### config.mk
export PLATFORM = sky130hd
export DESIGN_NAME = sobel_result_framer
export DESIGN_NICKNAME = d
export VERILOG_FILES = /design/src/rtl/sobel_result_framer.sv
export SDC_FILE = /design/constraint.sdc
export NUM_CORES = 1
export LEC_CHECK = 0
export ABC_AREA = 1
export CORE_ASPECT_RATIO = 0.7
export CORE_MARGIN = 2
export CORE_UTILIZATION = 52
export DETAILED_ROUTE_END_ITERATION = 7
export MAX_ROUTING_LAYER = met4
export PLACE_DENSITY = 0.79
export SLEW_MARGIN = 25
export SYNTH_ARGS = -nofsm -noshare
export SYNTH_HDL_FRONTEND = slang
export SYNTH_SLANG_ARGS = --single-unit
### constraint.sdc
create_clock -name i_clk -period 2.9 [get_ports i_clk]
set_input_delay 0.435 -clock i_clk [delete_from_list [all_inputs] [get_ports i_clk]]
set_output_delay 0.435 -clock i_clk [all_outputs]
set_load 0.005 [all_outputs]
### src/rtl/sobel_result_framer.sv
// Sobel result framer: reduces 24-bit filter results to an 8-bit edge value,
// tags them with raster eol/eof flags and buffers them in a 2-entry FIFO.
// Ports:
//   i_clk, i_rst                   clock, synchronous active-high reset
//   i_result_vld/_data, o_result_busy   input handshake from the filter
//   o_pix_vld/_data/_eol/_eof, i_pix_busy output handshake to the pixel writer
//   o_frame_done, o_frame_cnt      frame completion pulse and counter
module sobel_result_framer #(
   parameter int WIDTH    = 640,
   parameter int HEIGHT   = 480,
   parameter int THRESH   = 128,
   parameter int BINARIZE = 1
) (
   input  logic        i_clk,
   input  logic        i_rst,
   input  logic        i_result_vld,
   input  logic [23:0] i_result_data,
   output logic        o_result_busy,
   output logic        o_pix_vld,
   output logic [7:0]  o_pix_data,
   output logic        o_pix_eol,
   output logic        o_pix_eof,
   input  logic        i_pix_busy,
   output logic        o_frame_done,
   output logic [15:0] o_frame_cnt
);
   localparam int XW = (WIDTH  > 1) ? $clog2(WIDTH)  : 1;
   localparam int YW = (HEIGHT > 1) ? $clog2(HEIGHT) : 1;

   typedef struct packed {
      logic [7:0] pix;
      logic       eol;
      logic       eof;
   } ent_t;

   ent_t          mem_q [2];
   logic          wr_q, wr_d;
   logic          rd_q, rd_d;
   logic [1:0]    cnt_q, cnt_d;
   logic [XW-1:0] x_q, x_d;
   logic [YW-1:0] y_q, y_d;
   logic          busy_q;
   logic          done_q, done_d;
   logic [15:0]   fcnt_q, fcnt_d;

   logic [7:0]    mag, pix;
   logic          last_x, last_y;
   logic          push, pop;
   ent_t          head;

   // Edge magnitude is the largest of the three channels.
   always_comb begin
      mag = i_result_data[23:16];
      if (i_result_data[15:8] > mag) mag = i_result_data[15:8];
      if (i_result_data[7:0] > mag)  mag = i_result_data[7:0];
      if (BINARIZE != 0)
         pix = (mag >= 8'(THRESH)) ? 8'hFF : 8'h00;
      else
         pix = mag;
   end

   assign last_x = (x_q == XW'(WIDTH - 1));
   assign last_y = (y_q == YW'(HEIGHT - 1));
   assign head   = mem_q[rd_q];
   assign push   = i_result_vld & ~busy_q;
   assign pop    = o_pix_vld & ~i_pix_busy;

   always_comb begin
      cnt_d  = cnt_q;
      wr_d   = wr_q;
      rd_d   = rd_q;
      x_d    = x_q;
      y_d    = y_q;
      done_d = 1'b0;
      fcnt_d = fcnt_q;
      case ({push, pop})
         2'b10:   cnt_d = cnt_q + 2'd1;
         2'b01:   cnt_d = cnt_q - 2'd1;
         default: cnt_d = cnt_q;
      endcase
      if (push) begin
         wr_d = ~wr_q;
         if (last_x) begin
            x_d = '0;
            y_d = last_y ? '0 : y_q + YW'(1);
         end else begin
            x_d = x_q + XW'(1);
         end
      end
      if (pop) begin
         rd_d = ~rd_q;
         if (head.eof) begin
            done_d = 1'b1;
            fcnt_d = fcnt_q + 16'd1;
         end
      end
   end

   always_ff @(posedge i_clk) begin
      if (i_rst) begin
         mem_q[0] <= '0;
         mem_q[1] <= '0;
         wr_q     <= 1'b0;
         rd_q     <= 1'b0;
         cnt_q    <= 2'd0;
         x_q      <= '0;
         y_q      <= '0;
         busy_q   <= 1'b0;
         done_q   <= 1'b0;
         fcnt_q   <= 16'd0;
      end else begin
         if (push) mem_q[wr_q] <= '{pix: pix, eol: last_x,
                                    eof: last_x & last_y};
         wr_q   <= wr_d;
         rd_q   <= rd_d;
         cnt_q  <= cnt_d;
         x_q    <= x_d;
         y_q    <= y_d;
         // Busy is a flop so the filter never sees a path from i_pix_busy.
         busy_q <= (cnt_d == 2'd2);
         done_q <= done_d;
         fcnt_q <= fcnt_d;
      end
   end

   assign o_result_busy = busy_q;
   assign o_pix_vld     = (cnt_q != 2'd0);
   assign o_pix_data    = o_pix_vld ? head.pix : 8'h00;
   assign o_pix_eol     = o_pix_vld & head.eol;
   assign o_pix_eof     = o_pix_vld & head.eof;
   assign o_frame_done  = done_q;
   assign o_frame_cnt   = fcnt_q;
endmodule

==> impl_metrics.env, run 1 <==
export IMPL_dp_slack_ns=-0.471
export IMPL_clock_path_buffers=2
export IMPL_ys_types=38
export IMPL_synth_ff_type="dfxtp_1"
export IMPL_worstMarginPinSlew_ns=0.520
export IMPL_yosys_warnings=0
export IMPL_post_cts_repair_setup_buffers=0
export IMPL_syn_area_per_cell_um2=7.02
export IMPL_power_leakage_nw=1.77
export IMPL_timing_hold_violations_final=0
export IMPL_vias_per_cell=5.17
export IMPL_core_um2=5370
export IMPL_cp_end_kind="flip-flop"
export IMPL_drtPass1Iterations=4
export IMPL_io_pins=57
export IMPL_cts_hold_fix_buffers=0
export IMPL_startpoint_type="input pin"
export IMPL_r2r_start="cnt_q[0]"
export IMPL_cts_tree="done"
export IMPL_num_antenna_cells=0
export IMPL_synthArstFlopShare_pct=0
export IMPL_cp_required_ns=2.95
export IMPL_max_freq_ghz=0.369
export IMPL_netlist_instances=421
export IMPL_vias=2894
export IMPL_clk_latency_ns=0.30
export IMPL_r2r_cells=8
export IMPL_synth_most_common_cell="nand2_1"
export IMPL_p_total_w=0.00175
export IMPL_initialDrtViolationCount=183
export IMPL_synth_edf_count=6
export IMPL_synth_fp_nets=469
export IMPL_die_x_um=94.1
export IMPL_root_buffer="clkbuf_8"
export IMPL_rows=22
export IMPL_drc=0
export IMPL_h_tree_depth=2
export IMPL_syn_to_final_growth_pct=31.7
export IMPL_fin_crit_ns=2.71
export IMPL_syn_area_um2=2960
export IMPL_portBuffers=56
export IMPL_clock_sinks=48
export IMPL_drv_cap=0
export IMPL_cts_reportedPaths_clkPinSlew_ns=0.09
export IMPL_netlist_area_leader_share_pct=28.4
export IMPL_place_area_um2=3640
export IMPL_crit_type="in2reg"
export IMPL_min_path_cells=1
export IMPL_wl_mm=7.16
export IMPL_timing_rr_end="o_result_busy"
export IMPL_grtUsageTotal_pct=24.2
export IMPL_fin_skew_ns=0.0115
export IMPL_grt_max_degree=16
export IMPL_relSlewSlack_pct=65.4
export IMPL_avgRoutedWirePerCell_um=12.8
export IMPL_hp_class="reg2reg"
export IMPL_design_area_um2=3890
export IMPL_drive_gt1_share_pct=15.2
export IMPL_antenna_found_initial=0
export IMPL_powerDensity_nw_per_um2=449
export IMPL_cp_arrival_ns=2.76
export IMPL_peakVddDrop_mv=0.279
export IMPL_yosysTopAreaCell="dfxtp_1"
export IMPL_min_delay_start="rd_q"
export IMPL_yosysSeqAreaShare_pct=34.5
export IMPL_dpl_hpwl_mm=5.52
export IMPL_yosys_top_cells_area="dfxtp_1 (28%), nand2_1 (11%), ha_1 (8.5%)"
export IMPL_overflow=0
export IMPL_die_area_um2=6310
export IMPL_start_util_pct=55.1
export IMPL_fin_crit_sh_pct=93.5
export IMPL_setup_viol=0
export IMPL_tns_ns=0
export IMPL_cts_buffers=5
export IMPL_slew_violations=0
export IMPL_detail_route_antenna_nets=0
export IMPL_critPathMaxFanout=6
export IMPL_gp_congestion=0.932
export IMPL_reg2reg_slack_ns=1.15
export IMPL_fin_nets=535
export IMPL_status="completed"
export IMPL_fp_dieH_um=67.1
export IMPL_grt_pass1_vias=2691
export IMPL_synth_common_cells="nand2_1 (90), inv_1 (63), nor2_1 (46), dfxtp_1 (42), a21oi_1 (31)"
export IMPL_fillCellCount=428
export IMPL_setup_slack_ns=0.188
export IMPL_grt_pass1_wl_mm=11.9
export IMPL_ys_seq_elements=48
[sequential cells by signal (all words and copies together), names as in the netlist, named ones only]
signal and cells:
mem_q 6, y_q 9, x_q 10, cnt_q 2, rd_q 1, wr_q 1, o_frame_cnt 16, o_frame_done 1
o_result_busy 1
[through the flow]
stage	hold slack [ns]	utilization (%)	std cells
finish	0.460	72.5	560
global route	0.493	72.5	560
CTS	0.459	70.5	560
detailed placement	0.446	67.8	552
global placement	0.436	67.8	552
floorplan	0.425	-	421
[power breakdown]
group          internal, W  total [W]  switching, W
clock network     0.000195   0.000428      0.000233
registers         0.000720   0.000759     0.0000384
logic             0.000272   0.000561      0.000289
total              0.00119    0.00175      0.000560
[area by class of cell]
type	instances	area [um2]	share of cell area, %
multi-input cells	295	1730	44.4
clock inverters	2	13.8	0.354
inverters	66	249	6.40
repair buffers	71	709	18.2
well taps	72	90.1	2.31
clock buffers	6	82.6	2.12
flip-flops and latches	48	1020	26.2
[worst max path at each step]
| stage | start | to | slack (ns) |
|---|---|---|---|
| after floorplan | i_result_data[23] | mem_q[0][8] | 0.17 |
| after global routing | i_result_data[23] | mem_q[1][8] | -0.05 |
| final | i_result_data[23] | mem_q[0][8] | 0.19 |
| after detailed placement | i_result_data[23] | mem_q[0][8] | -0.47 |
| after CTS | i_result_data[18] | mem_q[0][8] | 0.01 |
| after global placement | i_result_data[23] | mem_q[0][8] | -0.37 |
[critical path: stages]
cell and delay [ns]:
dlygate4sd2_1 0.23, inv_1 0.08, ha_4 0.27, nand2_2 0.07, nor2_4 0.13, nand4_1 0.14, nand2_2 0.13, buf_4 0.14
o21ai_0 0.09, ha_1 0.30, nand2_1 0.08, nor2_2 0.15, nand2_1 0.07, nand2_1 0.07, nand2_2 0.05, or2_4 0.24
nand2_4 0.06, nor2_1 0.04
[per-layer routing]
layer,share of wire (%),vias up,routed length (um),track usage (%)
met5,0,-,0,-
met4,0.36,0,26,3.26
met3,4.7,5,340,3.73
met2,44,70,3120,38.3
met1,51,1326,3670,33.8
li1,-,1493,-,-
[kinds of logic after synthesis]
group	Yosys count	share of synthesized area, %
AO/OA/AOI/OAI	68	12.3
XOR/XNOR	4	1.19
adder cells (fa/ha/maj)	20	8.46
buffers and inverters	78	11.1
flip-flops	48	34.5
AND/OR/NAND/NOR	203	32.5
[what timing repair did]
| action | 4_1_cts | 5_1_grt |
|---|---|---|
| gates resized for setup | 17 | 31 |
| pin swaps | 7 | 10 |
| setup endpoints to repair | 2 | 2 |
[cells in the final DEF (no fill, tap or decap), types with 6 or more instances in the layout]
cell type        synthesis  final
a21oi_1                 31     30
buf_4                    8     14
clkbuf_8                 0      6
clkdlybuf4s50_1          0     40
dfxtp_1                 42     42
dlymetal6s2s_1           0     14
edfxtp_1                 6      6
ha_1                    20     13
ha_4                     0      6
inv_1                   63     54
inv_2                    2     11
nand2_1                 90     83
nand2_2                  3      9
nand3_1                 24     24
nand4_1                  9      9
nor2_1                  46     43
nor3_1                  13     13
o21ai_0                 27     26
No activity file was read; power rests on OpenSTA's default activity.
==> run 2: changes to the inputs <==
- PLACE_DENSITY: 0.79 -> 0.8
==> run 2 against run 1 <==
  * Final cell count up 0.36%
  * First-iteration DRC count up 28%
  * Hold slack gained 0.017 ns
  * Die area unchanged
  * Clock power increased by 9.1%
  * Sequential power about the same
  * Critical path type unchanged
==> impl_metrics.env, run 2 (synthesis results as in run 1) <==
export IMPL_cp_required_ns=2.96
export IMPL_detail_route_antenna_nets=0
export IMPL_die_area_um2=6310
export IMPL_antenna_found_initial=1
export IMPL_final_common_cell="nand2_1"
export IMPL_rows=22
export IMPL_cp_arrival_ns=2.86
export IMPL_min_delay_start="rd_q"
export IMPL_start_util_pct=55.1
export IMPL_layout_common_cells="nand2_1 (82), inv_1 (55), nor2_1 (44)"
export IMPL_hp_class="reg2reg"
export IMPL_clock_path_buffers=2
export IMPL_grtUsageTotal_pct=24.5
export IMPL_fin_util_pct=73.3
export IMPL_startpoint_type="input pin"
export IMPL_wl_mm=7.62
export IMPL_cp_end_kind="flip-flop"
export IMPL_syn_to_final_growth_pct=33.1
export IMPL_max_freq_ghz=0.358
export IMPL_drtPass1Iterations=4
export IMPL_clk_latency_ns=0.31
export IMPL_drive_gt1_share_pct=15.5
export IMPL_powerDensity_nw_per_um2=461
export IMPL_avgRoutedWirePerCell_um=13.6
export IMPL_min_path_cells=1
export IMPL_tns_ns=0
export IMPL_vias=2927
export IMPL_largest_reg_flops=16
export IMPL_timing_hold_violations_final=0
export IMPL_drc=0
export IMPL_worstMarginPinSlew_ns=0.520
export IMPL_timing_rr_end="o_result_busy"
export IMPL_overflow=0
export IMPL_cts_tree="done"
export IMPL_power_leakage_nw=1.79
export IMPL_portBuffers=56
export IMPL_dpl_hpwl_mm=5.52
export IMPL_grt_pass1_wl_mm=11.8
export IMPL_vias_per_cell=5.21
export IMPL_peakVddDrop_mv=0.313
export IMPL_grt_max_degree=17
export IMPL_setup_viol=0
export IMPL_fp_dieH_um=67.1
export IMPL_reg2reg_slack_ns=1.11
export IMPL_critPathMaxFanout=6
export IMPL_gp_congestion=0.936
export IMPL_clock_sinks=48
export IMPL_fin_nets=536
export IMPL_core_um2=5370
export IMPL_cts_reportedPaths_clkPinSlew_ns=0.10
export IMPL_cts_buffers=5
export IMPL_relSlewSlack_pct=65.3
export IMPL_root_buffer="clkbuf_8"
export IMPL_fin_crit_sh_pct=96.4
export IMPL_h_tree_depth=2
export IMPL_io_pins=57
export IMPL_initialDrtViolationCount=234
export IMPL_r2r_start="cnt_q[0]"
export IMPL_cts_hold_fix_buffers=0
export IMPL_fin_crit_ns=2.79
export IMPL_drv_cap=0
export IMPL_crit_type="in2reg"
export IMPL_fin_skew_ns=0.0130
export IMPL_status="completed"
export IMPL_r2r_cells=8
export IMPL_grt_pass1_vias=2654
export IMPL_slew_violations=0
export IMPL_die_x_um=94.1
## run 2: cell count changes in the layout (fill, tap and decap cells not counted), sizes merged
| cell | delta |
|---|---|
| clkinv | -1 |
| dlymetal6s2s | +1 |
| buf | +1 |
| diode | +1 |
| clkinvlp | +1 |
| dlygate4sd2 | -1 |
## run 2: layer usage
metal	global-route usage, %	up-vias	wire length (um)
li1	-	1494	-
met1	34.2	1331	3780
met2	37.5	91	3340
met3	4.75	11	427
met4	4.35	0	76
met5	-	-	0
## run 2: area by class of cell
cell class	instances	area, um2
flip-flops and latches	48	1020
inverters	66	249
well taps	72	90.1
repair buffers	72	724
clock inverters	2	16.3
multi-input cells	295	1740
clock buffers	6	93.8
fillers	414	1430
diodes	1	2.50
## run 2: worst max-delay path, stage by stage
cell and delay, ns:
dlygate4sd2_1 0.25, inv_1 0.09, ha_4 0.28, nand2_4 0.06
nor2_4 0.11, nand4_1 0.19, nand2_4 0.18, buf_6 0.13
o21ai_1 0.06, ha_1 0.32, nand2_2 0.08, o21a_1 0.19
nand2_1 0.07, nand2_1 0.06, or2_4 0.22, nand2_2 0.07
nor2_1 0.04
## run 2: power breakdown
part           switching (W)  internal, W
Clock               0.000241     0.000225
Combinational       0.000303     0.000285
Sequential         0.0000396     0.000720
Total               0.000584      0.00123
## run 2: stage by stage
stage                     area [um2]  setup WS (ns)  hold slack (ns)  power, W  instances
final                           3940          0.105            0.477   0.00181        562
after global placement          3640         -0.395            0.434   0.00129        552
after CTS                       3810         0.0116            0.472   0.00178        561
after detailed placement        3640         -0.506            0.459   0.00131        552
after floorplan                 2960          0.171            0.425   0.00109        421
after global routing            3940        -0.0235            0.512   0.00191        562
## run 2: timing repair
item,4_1_cts,5_1_grt
setup buffers,1,0
pin swaps,13,10
resized for setup,19,36
setup endpoints to repair,2,2
## run 2: worst max-delay path by stage
stage	start	to	slack, ns	depth (start not counted)
after floorplan	i_result_data[23]	mem_q[0][8]	0.17	19
after global placement	i_result_data[23]	mem_q[0][8]	-0.39	20
after detailed placement	i_result_data[23]	mem_q[0][8]	-0.51	22
after CTS	i_result_data[17]	mem_q[0][8]	0.01	24
after global routing	i_result_data[23]	mem_q[1][8]	-0.02	17
final	i_result_data[23]	mem_q[1][8]	0.11	17
==> run 3: changes to the inputs <==
- CORE_UTILIZATION: 52 -> 47
- CTS_BUF_LIST: default -> sky130_fd_sc_hd__clkbuf_16
- PLACE_DENSITY: 0.8 -> 0.76
- SLEW_MARGIN: 25 -> 20
- clock period: 2.9 -> 2.5 ns (I/O delays scaled with it)
==> run 3 against run 2 <==
  * The run now ends with setup timing left
  * Clock skew shrank 0.0073 ns
  * Flip-flop and latch count stayed put
  * Hold slack got worse by 0.012 ns
  * Count of clock-buffer cells in the layout unchanged
  * Die area up 10%
  * Non-clock buffer count grew 8
  * Final area rose by 4.5%
  * Power grew 28%
  * Combinational power rose by 23%
  * Global-route usage decreased by 0.69 points
  * Sequential share of layout area down 1.1 points
  * Via count rose by 3.6%
==> impl_metrics.env, run 3 (synthesis results as in run 1) <==
export IMPL_clock_sinks=48
export IMPL_grt_max_degree=16
export IMPL_fin_crit_ns=2.57
export IMPL_relSlewSlack_pct=68.6
export IMPL_crit_type="in2reg"
export IMPL_grt_pass1_wl_mm=13.0
export IMPL_vias_per_cell=5.26
export IMPL_cts_reportedPaths_clkPinSlew_ns=0.06
export IMPL_layout_common_cells="nand2_1 (76), inv_1 (53), nor2_1 (42), dfxtp_1 (42), clkdlybuf4s50_1 (40)"
export IMPL_setup_viol=2
export IMPL_clock_path_buffers=2
export IMPL_avgRoutedWirePerCell_um=14.0
export IMPL_tns_ns=-0.124
export IMPL_io_pins=57
export IMPL_overflow=0
export IMPL_setup_slack_ns=-0.0657
export IMPL_cp_end_kind="flip-flop"
export IMPL_hp_class="reg2reg"
export IMPL_r2r_start="cnt_q[0]"
export IMPL_clkPwrFrac_pct=30.9
export IMPL_peakVddDrop_mv=0.351
export IMPL_powerDensity_nw_per_um2=565
export IMPL_fin_crit_sh_pct=103
export IMPL_startpoint_type="input pin"
export IMPL_drtPass1Iterations=4
export IMPL_drive_gt1_share_pct=24.3
export IMPL_syn_to_final_growth_pct=39.1
export IMPL_wl_mm=8.07
export IMPL_grtUsageTotal_pct=23.8
export IMPL_die_area_um2=6950
export IMPL_r2r_cells=8
export IMPL_power_leakage_nw=1.76
export IMPL_power_switching_w=0.000716
export IMPL_detail_route_antenna_nets=0
export IMPL_rows=24
export IMPL_dpl_hpwl_mm=5.49
export IMPL_cp_startpoint="i_result_data[9]"
export IMPL_rsz0062_at_grt="true"
export IMPL_violations="setup timing"
export IMPL_crit_end="mem_q[0][8]"
export IMPL_status="finished, violations left"
export IMPL_power_frac_seq_pct=37.9
export IMPL_largest_reg_flops=16
export IMPL_portBuffers=56
export IMPL_cp_required_ns=2.54
export IMPL_max_freq_ghz=0.390
export IMPL_cp_arrival_ns=2.61
export IMPL_final_common_cell="nand2_1"
export IMPL_timing_hold_violations_final=0
export IMPL_die_x_um=98.8
export IMPL_timing_rr_end="o_result_busy"
export IMPL_whs_ns=0.465
export IMPL_fin_skew_ns=0.00572
export IMPL_reg2reg_slack_ns=0.77
export IMPL_core_um2=6160
export IMPL_p_int_w=0.00161
export IMPL_dp_slack_ns=-0.928
export IMPL_root_buffer="clkbuf_16"
export IMPL_cts_tree="done"
export IMPL_cts_buffers=5
export IMPL_clk_latency_ns=0.29
export IMPL_combinationalPowerShare_pct=31.2
export IMPL_start_util_pct=48.0
export IMPL_grt_pass1_vias=2767
export IMPL_fin_nets=545
export IMPL_gp_congestion=0.912
export IMPL_h_tree_depth=2
export IMPL_drv_cap=0
export IMPL_num_antenna_cells=0
export IMPL_slew_violations=0
export IMPL_vias=3032
export IMPL_swShare_pct=30.8
export IMPL_antenna_found_initial=0
export IMPL_critPathMaxFanout=3
export IMPL_drc=0
export IMPL_initialDrtViolationCount=181
export IMPL_fp_dieH_um=70.4
export IMPL_worstMarginPinSlew_ns=0.472
-- run 3: worst min-delay path by stage --
stage          start        end  slack (ns)  depth (start not counted)
2_1_floorplan   rd_q  flip-flop        0.43                          1
3_3_place_gp    rd_q  flip-flop        0.44                          1
3_5_place_dp    rd_q       rd_q        0.45                          1
4_1_cts         rd_q       rd_q        0.47                          1
5_1_grt         rd_q  flip-flop        0.49                          1
6_report        rd_q       rd_q        0.46                          1
-- run 3: cell type report --
class,count,area [um2]
clock buffers,6,150
clock inverters,2,8.76
fillers,481,2040
inverters,66,277
multi-input cells,296,1850
flip-flops and latches,48,1020
well taps,78,97.6
repair buffers,80,706
-- run 3: per-stage QoR --
step	instances	cell area (um2)	util [%]	power, W
global placement	554	3730	60.6	0.00150
floorplan	421	3070	-	0.00129
finish	576	4110	66.8	0.00232
detailed placement	554	3730	60.6	0.00153
CTS	573	4000	65.0	0.00227
global route	576	4110	66.8	0.00244
-- run 3: per-layer routing --
| layer | up-vias | share of wire (%) | GRT usage (%) |
|---|---|---|---|
| li1 | 1520 | - | - |
| met3 | 20 | 5.2 | 4.80 |
| met2 | 83 | 47 | 35.7 |
| met1 | 1409 | 46 | 32.4 |
| met4 | 0 | 2.3 | 7.46 |
| met5 | - | 0 | - |
-- run 3: critical path: stages --
cell	delay (ns)
buf_4	0.13
ha_4	0.27
nand2_2	0.04
nand2_1	0.07
nand2_2	0.05
nand2_2	0.06
nand2_2	0.06
nand2_4	0.14
buf_4	0.13
nand3_2	0.07
and2_4	0.18
ha_4	0.27
nand2_2	0.06
o21a_1	0.18
nand2_1	0.08
nand2_2	0.07
or2_4	0.25
nand2_4	0.07
nor2_2	0.04
-- run 3: timing repair --
item / CTS / global route
gates resized for setup: 80 / 42
cloned: 1 / 0
hold buffers: 0 / 0
pin swaps: 21 / 19
setup buffers: 10 / 3
endpoints found under the setup margin: 2 / 2
-- run 3: power groups by stage --
stage,combinational (W),clock (W),sequential [W]
after global placement,0.000607,0,0.000896
after detailed placement,0.000628,0,0.000898
final,0.000725,0.000717,0.000882
after floorplan,0.000396,0,0.000890
after CTS,0.000665,0.000724,0.000881
after global routing,0.000798,0.000756,0.000889
